===== src/rtl/wb_result_fifo_pkg.sv =====
// Shared constants and types for the Wishbone result FIFO.
// Register offsets, STATUS/CTRL bit positions and FSM state type.
package wb_result_fifo_pkg;

  localparam logic [3:0] OFS_DATA   = 4'h0;
  localparam logic [3:0] OFS_STATUS = 4'h4;
  localparam logic [3:0] OFS_CTRL   = 4'h8;
  localparam logic [3:0] OFS_THRESH = 4'hC;

  localparam int ST_EMPTY = 16;
  localparam int ST_FULL  = 17;
  localparam int ST_OVF   = 18;
  localparam int ST_UDF   = 19;

  localparam int CTRL_FLUSH = 0;
  localparam int CTRL_CLR   = 1;

  typedef enum logic {
    S_IDLE,
    S_RESP
  } state_t;

endpackage


===== src/rtl/wb_result_fifo_if.sv =====
// Wishbone classic bus bundle between initiator and result FIFO.
// Signal names keep the bus-side _i/_o suffixes of the responder.
interface wb_result_fifo_if;
  logic [31:0] addr_i;
  logic [31:0] dat_i;
  logic [31:0] dat_o;
  logic        we_i;
  logic [3:0]  sel_i;
  logic        cyc_i;
  logic        stb_i;
  logic        lock_i;
  logic        tagn_i;
  logic        ack_o;
  logic        err_o;
  logic        rty_o;

  modport slave (
    input  addr_i, dat_i, we_i, sel_i,
    input  cyc_i, stb_i, lock_i, tagn_i,
    output dat_o, ack_o, err_o, rty_o
  );

  modport master (
    output addr_i, dat_i, we_i, sel_i,
    output cyc_i, stb_i, lock_i, tagn_i,
    input  dat_o, ack_o, err_o, rty_o
  );
endinterface


===== src/rtl/wb_result_fifo_mem.sv =====
// FIFO storage: synchronous write, combinational read, no reset.
module wb_result_fifo_mem #(
  parameter int AW = 4,
  parameter int DW = 32
) (
  input  logic          clk,
  input  logic          we,
  input  logic [AW-1:0] waddr,
  input  logic [DW-1:0] wdata,
  input  logic [AW-1:0] raddr,
  output logic [DW-1:0] rdata
);

  logic [DW-1:0] mem [2**AW];

  always_ff @(posedge clk) begin
    if (we) mem[waddr] <= wdata;
  end

  assign rdata = mem[raddr];

endmodule


===== src/rtl/wb_result_fifo.sv =====
// Wishbone responder buffering 32-bit result words in a FIFO.
// Optional WB_RESULT_FIFO_IRQ_EN adds a threshold interrupt irq_o.
module wb_result_fifo
  import wb_result_fifo_pkg::*;
#(
  parameter logic [31:0] BASE_ADDR  = 32'h0000_0300,
  parameter int          DEPTH_LOG2 = 4
) (
  input  logic clk_i,
  input  logic rst_i,
`ifdef WB_RESULT_FIFO_IRQ_EN
  output logic irq_o,
`endif
  wb_result_fifo_if.slave bus
);

  localparam int CW = DEPTH_LOG2 + 1;
  localparam logic [CW-1:0] FULL_CNT = CW'(2**DEPTH_LOG2);
  localparam logic [CW-1:0] THR_RST  = CW'(2**(DEPTH_LOG2-1));

  state_t state_q, state_d;

  logic [DEPTH_LOG2-1:0] wp, rp;
  logic [CW-1:0] count, thresh;
  logic ovf, udf, ack_q, err_q, rty_q;
  logic ack_d, err_d, rty_d;
  logic [31:0] dat_q, rdat_d, status, mem_rdata;
  logic push, pop, flush, clr, set_ovf, set_udf, thr_we;
  logic hit, empty, full;
  logic [3:0] ofs;
  logic unused;

  assign unused = ^{bus.lock_i, bus.tagn_i};

  assign ofs   = bus.addr_i[3:0];
  assign hit   = bus.cyc_i & bus.stb_i &
                 (bus.addr_i[31:4] == BASE_ADDR[31:4]);
  assign empty = (count == '0);
  assign full  = (count == FULL_CNT);

  always_comb begin
    status = '0;
    status[DEPTH_LOG2:0] = count;
    status[ST_EMPTY] = empty;
    status[ST_FULL]  = full;
    status[ST_OVF]   = ovf;
    status[ST_UDF]   = udf;
  end

  wb_result_fifo_mem #(.AW(DEPTH_LOG2), .DW(32)) u_mem (
    .clk   (clk_i),
    .we    (push),
    .waddr (wp),
    .wdata (bus.dat_i),
    .raddr (rp),
    .rdata (mem_rdata)
  );

  always_comb begin
    state_d = state_q;
    ack_d   = 1'b0;
    err_d   = 1'b0;
    rty_d   = 1'b0;
    rdat_d  = '0;
    push    = 1'b0;
    pop     = 1'b0;
    flush   = 1'b0;
    clr     = 1'b0;
    set_ovf = 1'b0;
    set_udf = 1'b0;
    thr_we  = 1'b0;
    unique case (state_q)
      S_IDLE: if (hit) begin
        state_d = S_RESP;
        if (bus.addr_i[1:0] != 2'b00) begin
          err_d = 1'b1;
        end else begin
          case (ofs)
            OFS_DATA: begin
              if (bus.we_i) begin
                if (bus.sel_i != 4'hF) err_d = 1'b1;
                else if (full) begin
                  rty_d   = 1'b1;
                  set_ovf = 1'b1;
                end else begin
                  ack_d = 1'b1;
                  push  = 1'b1;
                end
              end else if (empty) begin
                rty_d   = 1'b1;
                set_udf = 1'b1;
              end else begin
                ack_d  = 1'b1;
                pop    = 1'b1;
                rdat_d = mem_rdata;
              end
            end
            OFS_STATUS: begin
              if (bus.we_i) err_d = 1'b1;
              else begin
                ack_d  = 1'b1;
                rdat_d = status;
              end
            end
            OFS_CTRL: begin
              ack_d = 1'b1;
              if (bus.we_i) begin
                flush = bus.dat_i[CTRL_FLUSH];
                clr   = bus.dat_i[CTRL_CLR];
              end
            end
            OFS_THRESH: begin
              ack_d = 1'b1;
              if (bus.we_i) thr_we = bus.sel_i[0];
              else rdat_d = 32'(thresh);
            end
            default: err_d = 1'b1;
          endcase
        end
      end
      S_RESP: state_d = S_IDLE;
      default: state_d = S_IDLE;
    endcase
  end

  always_ff @(posedge clk_i or posedge rst_i) begin
    if (rst_i) begin
      state_q <= S_IDLE;
      ack_q   <= 1'b0;
      err_q   <= 1'b0;
      rty_q   <= 1'b0;
      dat_q   <= '0;
      wp      <= '0;
      rp      <= '0;
      count   <= '0;
      ovf     <= 1'b0;
      udf     <= 1'b0;
      thresh  <= THR_RST;
    end else begin
      state_q <= state_d;
      ack_q   <= ack_d;
      err_q   <= err_d;
      rty_q   <= rty_d;
      dat_q   <= rdat_d;
      if (flush) begin
        wp    <= '0;
        rp    <= '0;
        count <= '0;
      end else if (push) begin
        wp    <= wp + 1'b1;
        count <= count + 1'b1;
      end else if (pop) begin
        rp    <= rp + 1'b1;
        count <= count - 1'b1;
      end
      if (clr) begin
        ovf <= 1'b0;
        udf <= 1'b0;
      end else begin
        if (set_ovf) ovf <= 1'b1;
        if (set_udf) udf <= 1'b1;
      end
      if (thr_we) thresh <= bus.dat_i[CW-1:0];
    end
  end

`ifdef WB_RESULT_FIFO_IRQ_EN
  always_ff @(posedge clk_i or posedge rst_i) begin
    if (rst_i) irq_o <= 1'b0;
    else irq_o <= (thresh != '0) && (count >= thresh);
  end
`endif

  assign bus.ack_o = ack_q;
  assign bus.err_o = err_q;
  assign bus.rty_o = rty_q;
  assign bus.dat_o = dat_q;

endmodule

===== src/flat_wrapper.sv =====
// flat-port wrapper written by rule: the top's interface ports become plain ports
module wb_result_fifo_flat import wb_result_fifo_pkg::*;
#(
  parameter logic [31:0] BASE_ADDR  = 32'h0000_0300,
  parameter int          DEPTH_LOG2 = 4
)
  (clk_i, rst_i, bus_addr_i, bus_dat_i, bus_we_i, bus_sel_i, bus_cyc_i, bus_stb_i, bus_lock_i, bus_tagn_i, bus_dat_o, bus_ack_o, bus_err_o, bus_rty_o);
  wb_result_fifo_if bus_i ();
  input  logic clk_i;
  input  logic rst_i;
  input wire logic [$bits(bus_i.addr_i)-1:0] bus_addr_i;
  input wire logic [$bits(bus_i.dat_i)-1:0] bus_dat_i;
  input wire logic [$bits(bus_i.we_i)-1:0] bus_we_i;
  input wire logic [$bits(bus_i.sel_i)-1:0] bus_sel_i;
  input wire logic [$bits(bus_i.cyc_i)-1:0] bus_cyc_i;
  input wire logic [$bits(bus_i.stb_i)-1:0] bus_stb_i;
  input wire logic [$bits(bus_i.lock_i)-1:0] bus_lock_i;
  input wire logic [$bits(bus_i.tagn_i)-1:0] bus_tagn_i;
  output wire logic [$bits(bus_i.dat_o)-1:0] bus_dat_o;
  output wire logic [$bits(bus_i.ack_o)-1:0] bus_ack_o;
  output wire logic [$bits(bus_i.err_o)-1:0] bus_err_o;
  output wire logic [$bits(bus_i.rty_o)-1:0] bus_rty_o;
  assign bus_i.addr_i = bus_addr_i;
  assign bus_i.dat_i = bus_dat_i;
  assign bus_i.we_i = bus_we_i;
  assign bus_i.sel_i = bus_sel_i;
  assign bus_i.cyc_i = bus_cyc_i;
  assign bus_i.stb_i = bus_stb_i;
  assign bus_i.lock_i = bus_lock_i;
  assign bus_i.tagn_i = bus_tagn_i;
  assign bus_dat_o = bus_i.dat_o;
  assign bus_ack_o = bus_i.ack_o;
  assign bus_err_o = bus_i.err_o;
  assign bus_rty_o = bus_i.rty_o;
  wb_result_fifo #(.BASE_ADDR(BASE_ADDR), .DEPTH_LOG2(DEPTH_LOG2)) u_core (.clk_i(clk_i), .rst_i(rst_i), .bus(bus_i));
endmodule

===== config.mk =====
export PLATFORM = sky130hd
export DESIGN_NAME = wb_result_fifo_flat
export DESIGN_NICKNAME = d
export VERILOG_FILES = /design/src/rtl/wb_result_fifo_pkg.sv /design/src/rtl/wb_result_fifo_if.sv /design/src/rtl/wb_result_fifo_mem.sv /design/src/rtl/wb_result_fifo.sv /design/src/flat_wrapper.sv
export SDC_FILE = /design/constraint.sdc
export NUM_CORES = 1
export LEC_CHECK = 0
export ABC_AREA = 1
export CAP_MARGIN = 40
export CORE_MARGIN = 8
export CORE_UTILIZATION = 25
export DETAILED_ROUTE_END_ITERATION = 10
export HOLD_SLACK_MARGIN = 0.1
export PLACE_DENSITY_LB_ADDON = 0.3
export SLEW_MARGIN = 20
export SYNTH_ARGS = -nofsm -noshare
export SYNTH_HDL_FRONTEND = slang
export SYNTH_SLANG_ARGS = --single-unit

===== constraint.sdc =====
create_clock -name clk_i -period 4.33 [get_ports clk_i]
set_input_delay 0.866 -clock clk_i [delete_from_list [all_inputs] [get_ports clk_i]]
set_output_delay 0.866 -clock clk_i [all_outputs]
set_load 0.03 [all_outputs]

Yosys cells after proc, flatten, opt, wreduce, memory -nomap -nowiden
Memories as Yosys holds them, arrays and structs flattened.
Cells that the tools add are included.
{"block": "classes", "addsub": 4, "n_eq_ne": 7, "n_mux": 83, "n_bitwise": 3, "n_reduce_logical": 10}
{"cell": "$mux W32", "count": 5}
{"cell": "$pmux W32 S3", "count": 1}
{"cell": "$mux W1", "count": 64}
{"cell": "$eq A28 B6 Y1 const B", "count": 1}
{"cell": "$mux W20", "count": 1}
{"cell": "$mux W4", "count": 5}
{"cell": "$mux W5", "count": 4}
{"cell": "$reduce_bool A2 Y1", "count": 5}
{"cell": "$add A4 B1 Y4 const B", "count": 2}
{"cell": "$eq A4 B4 Y1 const B", "count": 2}
{"cell": "$pmux W1 S3", "count": 2}
{"cell": "$add A5 B1 Y5 const B", "count": 1}
{"cell": "$eq A5 B5 Y1 const B", "count": 1}
{"cell": "$logic_not A5 Y1", "count": 1}
{"cell": "$sub A5 B1 Y5 const B", "count": 1}
{"cell": "$eq A4 B3 Y1 const B", "count": 1}
{"cell": "$logic_not A4 Y1", "count": 1}
{"cell": "$ne A4 B4 Y1 const B", "count": 1}
{"cell": "$reduce_bool A3 Y1", "count": 1}
{"cell": "$and A1 B1 Y1", "count": 2}
{"cell": "$ne A2 B2 Y1 const B", "count": 1}
{"cell": "$pmux W1 S2", "count": 1}
{"cell": "$reduce_and A2 Y1", "count": 1}
{"cell": "$reduce_or A2 Y1", "count": 1}
{"cell": "$not A1 Y1", "count": 1}
{"block": "word_totals", "ff_bits": 56, "ram_bits": 512, "input_bits": 75, "output_inout_bits": 35, "memories": 1}
{"memory": "u_core.u_mem.mem", "depth": 16, "width": 32, "read_ports": 1, "rd_clocked_by_memory_dff": 0, "write_ports": 1, "line": "wb_result_fifo_mem.sv:14", "text": "logic [DW-1:0] mem [2**AW];"}

Longest topological paths before layout
Gate-level depths: netlist (run 1).
{"block": "logic_depth", "word_depth": 10, "ltp_mapped": 16, "depth_no_buf": 16}

Modules after synthesis
A second synthesis (run 1) with hierarchy kept.
{"block": "hier_totals", "hier_cells": 2475, "area_unflattened_um2": 25077.8}
{"mod": "wb_result_fifo_mem", "instances": 1, "cells_per_inst": 2088, "area_each_um2": 22089.9}
{"mod": "wb_result_fifo", "instances": 1, "cells_per_inst": 387, "area_each_um2": 2987.9}

Least setup slack after synthesis (run 1)
Ideal clock, no wire load.
{"block": "synth_path", "path_type": "input to register", "start": "input bus_we_i", "end": "memory u_core.u_mem.mem[0][0] (enable)", "arrival_time_ns": 3.145, "slack_ns": 0.764, "cell_stages": 7, "path_buffers": 1, "cell_sequence": "buf_2 nand4_1 nor2_2 nand3_2 inv_2 nand2_1 nor2_1"}
{"block": "synth_via", "elab_chain_len": 7}
{"element": "from (decl)", "line": "flat_wrapper.sv:13", "text": "input wire logic [$bits(bus_i.we_i)-1:0] bus_we_i;"}
{"element": "$mux W1", "line": "wb_result_fifo.sv:80", "text": "if (bus.we_i) begin"}
{"element": "$mux W1", "line": "wb_result_fifo.sv:78", "text": "case (ofs)"}
{"element": "$mux W1", "line": "wb_result_fifo.sv:75", "text": "if (bus.addr_i[1:0] != 2'b00) begin"}
{"element": "$mux W1", "line": "wb_result_fifo.sv:73", "text": "S_IDLE: if (hit) begin"}
{"element": "$mux W1", "line": "wb_result_fifo.sv:72", "text": "unique case (state_q)"}
{"element": "$mux W1", "line": "wb_result_fifo_mem.sv:17", "text": "if (we) mem[waddr] <= wdata;"}
{"element": "$mux W1 (not written as such)", "line": "wb_result_fifo_mem.sv:17"}
{"element": "to (decl)", "line": "wb_result_fifo_mem.sv:14"}
No other way between the ends.

Final worst setup path (run 1)
{"block": "layout_path", "start": "input bus_sel_i[0]", "end": "memory u_core.u_mem.mem[2][0] (enable)"}
{"block": "layout_via", "elab_chain_len": 9}
{"element": "from (decl)", "line": "flat_wrapper.sv:14", "text": "input wire logic [$bits(bus_i.sel_i)-1:0] bus_sel_i;"}
{"element": "$ne A4 B4 Y1", "line": "wb_result_fifo.sv:81", "text": "if (bus.sel_i != 4'hF) err_d = 1'b1;"}
{"element": "$mux W1", "line": "wb_result_fifo.sv:81"}
{"element": "$mux W1", "line": "wb_result_fifo.sv:80"}
{"element": "$mux W1", "line": "wb_result_fifo.sv:78"}
{"element": "$mux W1", "line": "wb_result_fifo.sv:75"}
{"element": "$mux W1", "line": "wb_result_fifo.sv:73"}
{"element": "$mux W1", "line": "wb_result_fifo.sv:72"}
{"element": "$mux W1", "line": "wb_result_fifo_mem.sv:17"}
{"element": "$mux W1 (not written as such)", "line": "wb_result_fifo_mem.sv:17"}
No other way between the ends.

==> parameters.txt, run 1 <==
Parameter                              Value

Outcome
  Result of the run ... finished, final reports clean

Timing
  Setup clock skew after layout ... 0.0338 ns
  Period utilisation layout ... 69.0%
  Final setup violation count ... 0
  Highest clock rate ... approximately 0.33 GHz
  Worst-margin pin slew ... between 0.9 and 1 ns
  Worst relative slew slack ... between 30% and 40%
  Final min period ... 2.99 ns
  Pins Over Slew Limit ... 0
  Final number of hold-violating endpoints ... 0
  Hold_ws ... roughly 0.48 ns
  RSZ-0062 raised after global routing ... no
  Setup TNS ... 0 ns

Layout
  Final std cell area, no fill ... 27700 sq um
  Final non-filler cell total ... ~3300
  Number of fill cells ... between 9000 and 10000
  Number of nets in the finished design ... roughly 2200
  Synthesis-to-finish area growth ... 20.2%
  Fraction of layout instances using a drive strength above 1 ... 8.71%

GRT
  Pin count of the biggest net entering global routing ... 201
  Initial antenna violation count ... 3
  Busiest metal layer after global routing ... met2
  Met3 usage in global routing ... slightly below 3%
  Vias in the first global route ... ~15000
  Overall routing resource usage ... a little under an eighth
  Global routing usage on met2 ... approximately 20%
  Met1 GRT Util ... about 15%
  Residual overflow from global routing ... 0
  Global-route wire length before repair ... around 94000 microns

Synth
  Number of enable-type register cells in the synthesized netlist ... just over 500
  Nets in the synthesized netlist ... a little over 2000
  Number of instances in the synthesized netlist ... just under 2000
  Sequential cell area fraction in the yosys report ... a little over 70%
  Number of warnings issued by yosys ... 0
  Primary FF master, synth ... edfxtp_1
  Unique masters post-synth ... 33
  Synth Cell Area ... between 20000 and 25000 sq um
  Async set or reset register ratio after synthesis ... under 10%
  Synthesized area per cell ... 11.8 sq um
  Seq cells post-synth ... around 570

Power and ir drop
  Pwr dens ... around 400 nW/um^2
  Fraction of power consumed by the clock network ... 45.1%
  Net Sw Power ... between 2 and 2.5 mW
  Tot Pwr ... around 11 mW
  Switching fraction of total power ... between 20% and 30%
  Logic gate share of total power ... ~1.6%
  Portion of total power attributed to sequential cells ... between 50% and 60%
  Peak VDD IR ... approximately 0.37 mV
  Int Pwr ... approximately 8.9 mW
  Leakage power ... 9.83 nW

CTS
  Post-cts sizing count ... 0
  Depth of the CTS H-tree ... 2
  Total of hold buffers inserted after clock tree synthesis ... 0
  TritonCTS buffer count ... 60
  Buffer depth of the longest clock path ... 3
  Root buffer cell ... clkbuf_16
  Clk sink count ... approximately 570
  Clock latency of the later-clocked register in the worst-skew pair ... approximately 0.64 ns
  Clock tree from TritonCTS ... done
  Clock transition at the registers of the reported paths ... ~0.060 ns
  # Post-CTS Setup Buffers ... 0

Worst hold path
  Min-delay src ... u_core.thresh[3]$_DFFE_PP1P_
  Path category of the worst min-delay check ... flop to flop
  Hold-critical path endpoint ... u_core.thresh[3]$_DFFE_PP1P_
  Number of cells traversed by the worst hold path ... 2

Worst setup path
  Critical Path Most Common Cell ... nand2_1
  Critical R2R Capture ... u_core.u_mem.mem[2][0]$_DFFE_PP_
  Family with the most delay on the worst path ... simple AND/OR/NAND/NOR gates
  CP max-delay cell ... nor2_4
  Worst flop-to-flop path startpoint ... u_core.count[1]$_DFFE_PP0P_
  Delay of the slowest critical-path stage ... ~0.50 ns
  Length in cells of the worst reg-to-reg path ... 9
  Critical-path cell list ... clkdlybuf4s50_1 > nand2_1 > nor2_1 > nand2_1 > nor2_2 > nand3_2 > inv_2 > nand2_1 > nor2_4 > buf_12
  R2R setup slack ... 1.61 ns
  Worst-path maximum fanout ... 15
  CP endpoint kind ... flop
  Worst EP required ... around 4.7 ns
  Startpoint type of the worst setup path ... input pin
  Setup Crit Path Kind ... input pin to flop
  Sum of buffers and inverters on the critical path ... 3
  Arrival time of the worst setup path ... 3.30 ns

Floorplan
  Core Rows ... about 110
  Total die area ... roughly 100000 sq um
  Count of pins on the block boundary ... 110
  Vertical die dimension ... between 300 and 400 microns
  Core area ... roughly 92000 sq um
  Effective utilization at floorplan ... 25.2%
  Horiz. Die Dim ... between 300 and 400 microns

Placed design
  Post-detail-place hpwl ... 36400 microns
  Routability congestion estimate ... slightly above 0.8
  Placement-stage cell area ... approximately 26000 sq um
  Count of buffers inserted at the top-level ports ... 107
  Inst Count DP ... approximately 3200

Drt
  First DRT Iteration DRCs ... 1223
  Detail Route Antenna Nets ... 0
  Total vias in the final route ... between 10000 and 15000
  Drt wl/cell ... ~19 microns
  Number of iterations in the first detailed-routing pass ... 5
  Remaining DRCs ... 0
  Vias per cell ... approximately 4.5
  Post-detailed-routing wire length ... ~63000 microns

Run
  Reported max-cap violation count ... 0
-- area by class of cell --
cell class | count | area [sq um] | share of cell area [%]
clock buffers | 67 | 1530 | 5.51
diodes | 2 | 5.00 | 0.0180
multi-input cells | 1168 | 5410 | 19.5
clock inverters | 46 | 417 | 1.50
inverters | 113 | 430 | 1.55
well taps | 1186 | 1480 | 5.35
repair buffers | 161 | 1670 | 6.04
flip-flops and latches | 568 | 16800 | 60.5
-- power by group through the flow --
| stage | Clock, mW | Sequential, mW | Combinational [mW] |
|---|---|---|---|
| floorplan | 0 | 6.09 | 0.0293 |
| finish | 5.06 | 5.98 | 0.180 |
| detailed placement | 0 | 6.09 | 0.182 |
| global placement | 0 | 6.09 | 0.173 |
| CTS | 5.19 | 5.97 | 0.183 |
| global route | 5.41 | 5.97 | 0.198 |
-- state kept, by name, indices dropped and copies added, names as in the netlist --
signal	count
u_core.bus.err_o	1
u_core.udf	1
u_core.ovf	1
u_core.rp	4
u_core.state_q	1
u_core.thresh	5
u_core.wp	4
u_core.count	5
u_core.bus.ack_o	1
u_core.bus.dat_o	32
u_core.u_mem.mem	512
u_core.bus.rty_o	1
-- how the worst max path moves through the flow --
| stage | startpoint | end | slack, ns | depth (start not counted) |
|---|---|---|---|---|
| floorplan | bus_we_i | u_core.u_mem.mem[0][0]$_DFFE_PP_ | 0.76 | 7 |
| global route | bus_sel_i[0] | u_core.u_mem.mem[2][1]$_DFFE_PP_ | 1.20 | 10 |
| global placement | bus_addr_i[1] | u_core.u_mem.mem[2][12]$_DFFE_PP_ | 0.78 | 9 |
| detailed placement | bus_sel_i[0] | u_core.u_mem.mem[2][19]$_DFFE_PP_ | 0.71 | 10 |
| finish | bus_sel_i[0] | u_core.u_mem.mem[2][0]$_DFFE_PP_ | 1.34 | 10 |
| CTS | bus_sel_i[0] | u_core.u_mem.mem[2][0]$_DFFE_PP_ | 1.35 | 10 |
-- layout by cell type, fill, tap and decap left out, types with 9 or more instances in the layout --
cell type,synthesis,final
clkinv_1,0,16
ha_1,9,9
buf_4,18,39
buf_12,0,12
a31oi_1,17,17
dfrtp_1,55,52
o211ai_1,26,26
inv_1,106,104
nand2_1,412,412
o22ai_1,16,16
edfxtp_1,512,512
nand4_1,19,19
clkinv_2,0,18
o21ai_0,171,171
nand3_1,141,141
a21oi_1,73,73
clkdlybuf4s50_1,0,107
nor2_4,3,19
nor2_1,244,228
o21ai_1,20,20
clkbuf_16,0,60
-- routing by layer --
layer / vias up / share of wire [%]
met2: 378 / 47
met4: 2 / 2.7
li1: 7068 / -
met1: 7346 / 43
met3: 101 / 6.6
met5: - / 0.016
-- cells in the mapped netlist (2+ instances only) --
cell | n | area share (%)
edfxtp_1 | 512 | 67
nand2_1 | 412 | 6.7
nor2_1 | 244 | 4.0
o21ai_0 | 171 | 3.7
nand3_1 | 141 | 3.1
inv_1 | 106 | 1.7
a21oi_1 | 73 | 1.6
dfrtp_1 | 55 | 6.0
buf_2 | 37 | 0.80
o211ai_1 | 26 | 0.85
clkbuf_1 | 25 | 0.41
o21ai_1 | 20 | 0.43
nand4_1 | 19 | 0.52
buf_4 | 18 | 0.59
a31oi_1 | 17 | 0.46
o22ai_1 | 16 | 0.43
buf_6 | 10 | 0.49
ha_1 | 9 | 0.49
buf_1 | 8 | 0.13
inv_2 | 7 | 0.11
nand2_2 | 3 | 0.081
nor2_2 | 3 | 0.081
nor2_4 | 3 | 0.15
nor3_1 | 3 | 0.065
xor2_1 | 2 | 0.076
-- worst register-to-register path, cell delays in order, from the launching register on --
cell     delay [ns]
dfrtp_1        0.47
nor2_1         0.11
nand3_1        0.12
nand2_1        0.10
nor2_2         0.31
nand3_2        0.19
inv_2          0.13
nand2_1        0.24
nor2_4         0.50
buf_12         0.25
-- logic make-up after synthesis --
| logic type | share of synthesized area (%) |
|---|---|
| simple gates | 14.8 |
| xor+xnor | 0.0760 |
| fa+ha+maj | 0.575 |
| compound gates | 7.50 |
| buf+inv | 4.32 |
| flops | 72.8 |
-- per-stage QoR --
stage,worst slack [ns],utilization [%]
global placement,0.781,28.0
detailed placement,0.707,28.1
CTS,1.35,30.3
finish,1.34,30.3
global route,1.20,30.3
floorplan,0.764,-
(Power assumes the default switching activity.)
==> run 2: changes to the inputs <==
==> constraint.sdc (replaced) <==
create_clock -name clk_i -period 2.41 [get_ports clk_i]
set_input_delay 0.482 -clock clk_i [delete_from_list [all_inputs] [get_ports clk_i]]
set_output_delay 0.482 -clock clk_i [all_outputs]
set_load 0.03 [all_outputs]
==> parameters.txt, run 2 (same netlist as run 1, synthesis figures left out) <==
Parameter                              Value

GRT
  Initial antenna violation count ... 3
  Vias in the first global route ... ~15000
  Overall routing resource usage ... between 10% and 20%
  Residual overflow from global routing ... 0
  Pin count of the biggest net entering global routing ... 80
  Global-route wire length before repair ... between 90000 and 100000 microns

CTS
  Clk sink count ... 568
  Total of hold buffers inserted after clock tree synthesis ... 0
  Clock tree from TritonCTS ... done
  TritonCTS buffer count ... 58
  Clock transition at the registers of the reported paths ... ~0.060 ns
  Clock latency of the later-clocked register in the worst-skew pair ... 0.63 ns
  Root buffer cell ... clkbuf_16
  # Post-CTS Setup Buffers ... 0
  Depth of the CTS H-tree ... 2
  Buffer depth of the longest clock path ... 3

Floorplan
  Horiz. Die Dim ... between 300 and 400 microns
  Effective utilization at floorplan ... 25.2%
  Core Rows ... 111
  Core area ... 91500 sq um
  Vertical die dimension ... roughly 320 microns
  Count of pins on the block boundary ... between 100 and 150
  Total die area ... approximately 100000 sq um

Layout
  Final std cell area, no fill ... between 20000 and 30000 sq um
  Register with the highest flop count ... u_core.u_mem.mem
  Commonest cells after routing, fill and taps aside ... edfxtp_1 (512), nand2_1 (412), nor2_1 (225)
  Synthesis-to-finish area growth ... 23.6%
  Final non-filler cell total ... roughly 3400
  Most common library cell in the layout ignoring fill and taps ... edfxtp_1
  Fraction of layout instances using a drive strength above 1 ... 11.4%
  Flip-flop count of the largest register after layout ... 512
  Combined area of the multi-input logic cells ... ~5400 sq um
  Number of nets in the finished design ... 2218
  Number of fill cells ... between 9000 and 10000
  Area of all sequential standard cells ... approximately 17000 sq um
  Finished Core Util ... approximately 31%

Placed design
  Inst Count DP ... 3259
  Routability congestion estimate ... 0.835
  Post-detail-place hpwl ... between 30000 and 40000 microns
  Placement-stage cell area ... 26600 sq um
  Count of buffers inserted at the top-level ports ... roughly 110

Worst setup path
  Worst-path maximum fanout ... 8
  Arrival time of the worst setup path ... roughly 2.7 ns
  Length in cells of the worst reg-to-reg path ... 9
  Worst EP required ... approximately 2.9 ns
  Start point of the critical path ... bus_addr_i[9]
  Critical-path cell list ... clkdlybuf4s50_1 > nand2_1 > nor2_1 > nand2_1 > nor2_1 > nand3_4 > fa_1 > nand3_1 > nand3_1 > nand2_1 > inv_1 > nand2_1 > nand2_1 > nand3_1 > nand2_1
  Critical Path Most Common Cell ... nand2_1
  CP endpoint kind ... flop
  Startpoint type of the worst setup path ... input pin
  CP max-delay cell ... clkdlybuf4s50_1
  Setup Crit Path Kind ... input pin to flop
  Delay of the slowest critical-path stage ... between 0.4 and 0.5 ns
  Worst flop-to-flop path startpoint ... u_core.rp[0]$_DFFE_PP0P_

Drt
  Vias per cell ... approximately 4.5
  Number of iterations in the first detailed-routing pass ... 5
  Post-detailed-routing wire length ... a little over 60000 microns
  First DRT Iteration DRCs ... between 1000 and 1500
  Drt wl/cell ... about 18 microns
  Remaining DRCs ... 0
  Detail Route Antenna Nets ... 0
  Total vias in the final route ... 15000

Timing
  Pins Over Slew Limit ... 0
  Final number of hold-violating endpoints ... 0
  Final min period ... 2.19 ns
  Highest clock rate ... between 0.4 and 0.5 GHz
  Hold_ws ... 0.192 ns
  Worst relative slew slack ... a little over half
  Final setup violation count ... 0
  RSZ-0062 raised after global routing ... no
  Period utilisation layout ... 90.7%
  Worst-margin pin slew ... roughly 0.72 ns
  Setup clock skew after layout ... around 0.032 ns

Worst hold path
  Path category of the worst min-delay check ... input pin to asynchronous set/reset pin

Power and ir drop
  Tot Pwr ... roughly 20 mW
  Leakage power ... approximately 10 nW
  Pwr dens ... approximately 700 nW/um^2
  Peak VDD IR ... 0.591 mV

Outcome
  Result of the run ... finished, final reports clean

Run
  Reported max-cap violation count ... 0
-- run 2: per-stage QoR --
stage / TNS, ns / setup slack [ns]
final: 0 / 0.225
after floorplan: -111.69 / -0.291
after global placement: -144.67 / -0.387
after global routing: 0 / 0.00506
after detailed placement: -159.81 / -0.409
after CTS: 0 / 0.161
-- run 2: per-layer routing --
layer | wire (microns) | global-route usage (%)
met4 | 1120 | 2.55
met2 | 29400 | 19.7
met5 | 27 | 0
met3 | 3580 | 2.53
met1 | 28100 | 15.9
-- run 2: worst paths after layout --
kind	end	slack, ns
min in group clk_i	u_core.thresh[3]$_DFFE_PP1P_	0.48
setup / recovery	u_core.count[4]$_DFFE_PP0P_	0.22
setup reg to reg	u_core.bus.dat_o[31]$_DFF_PP0_	0.26
max in group asynchronous	u_core.rp[0]$_DFFE_PP0P_	1.66
hold reg to reg	u_core.thresh[3]$_DFFE_PP1P_	0.48
hold / removal	u_core.bus.rty_o$_DFF_PP0_	0.19
-- run 2: cell type report --
cell class,count,share of cell area [%]
antenna,1,0.00878
tap,1186,5.20
sequential,568,58.9
inverter,113,1.51
timing repair buffer,224,8.86
clock buffer,83,5.60
multi-input combinational,1168,19.0
clock inverter,27,0.922
-- run 2: repair_timing --
item                                    4_1_cts  5_1_grt
gates resized for setup                       0        5
endpoints found under the setup margin        0        1
hold endpoints to repair                      0        0
-- run 2: worst max-delay path: cells and delay by family --
kind | cells | cell delay, ns
AND/OR/NAND/NOR | 12 | 1.22
adder cells (fa/ha/maj) | 1 | 0.43
buffers and inverters | 2 | 0.53
-- run 2: where the power goes --
group / internal [mW] / total, mW / switching [mW]
sequential: 10.7 / 10.7 / 0.000000000548
clock: 4.96 / 8.74 / 3.78
combinational: 0.144 / 0.361 / 0.217
total: 15.8 / 19.8 / 4.00
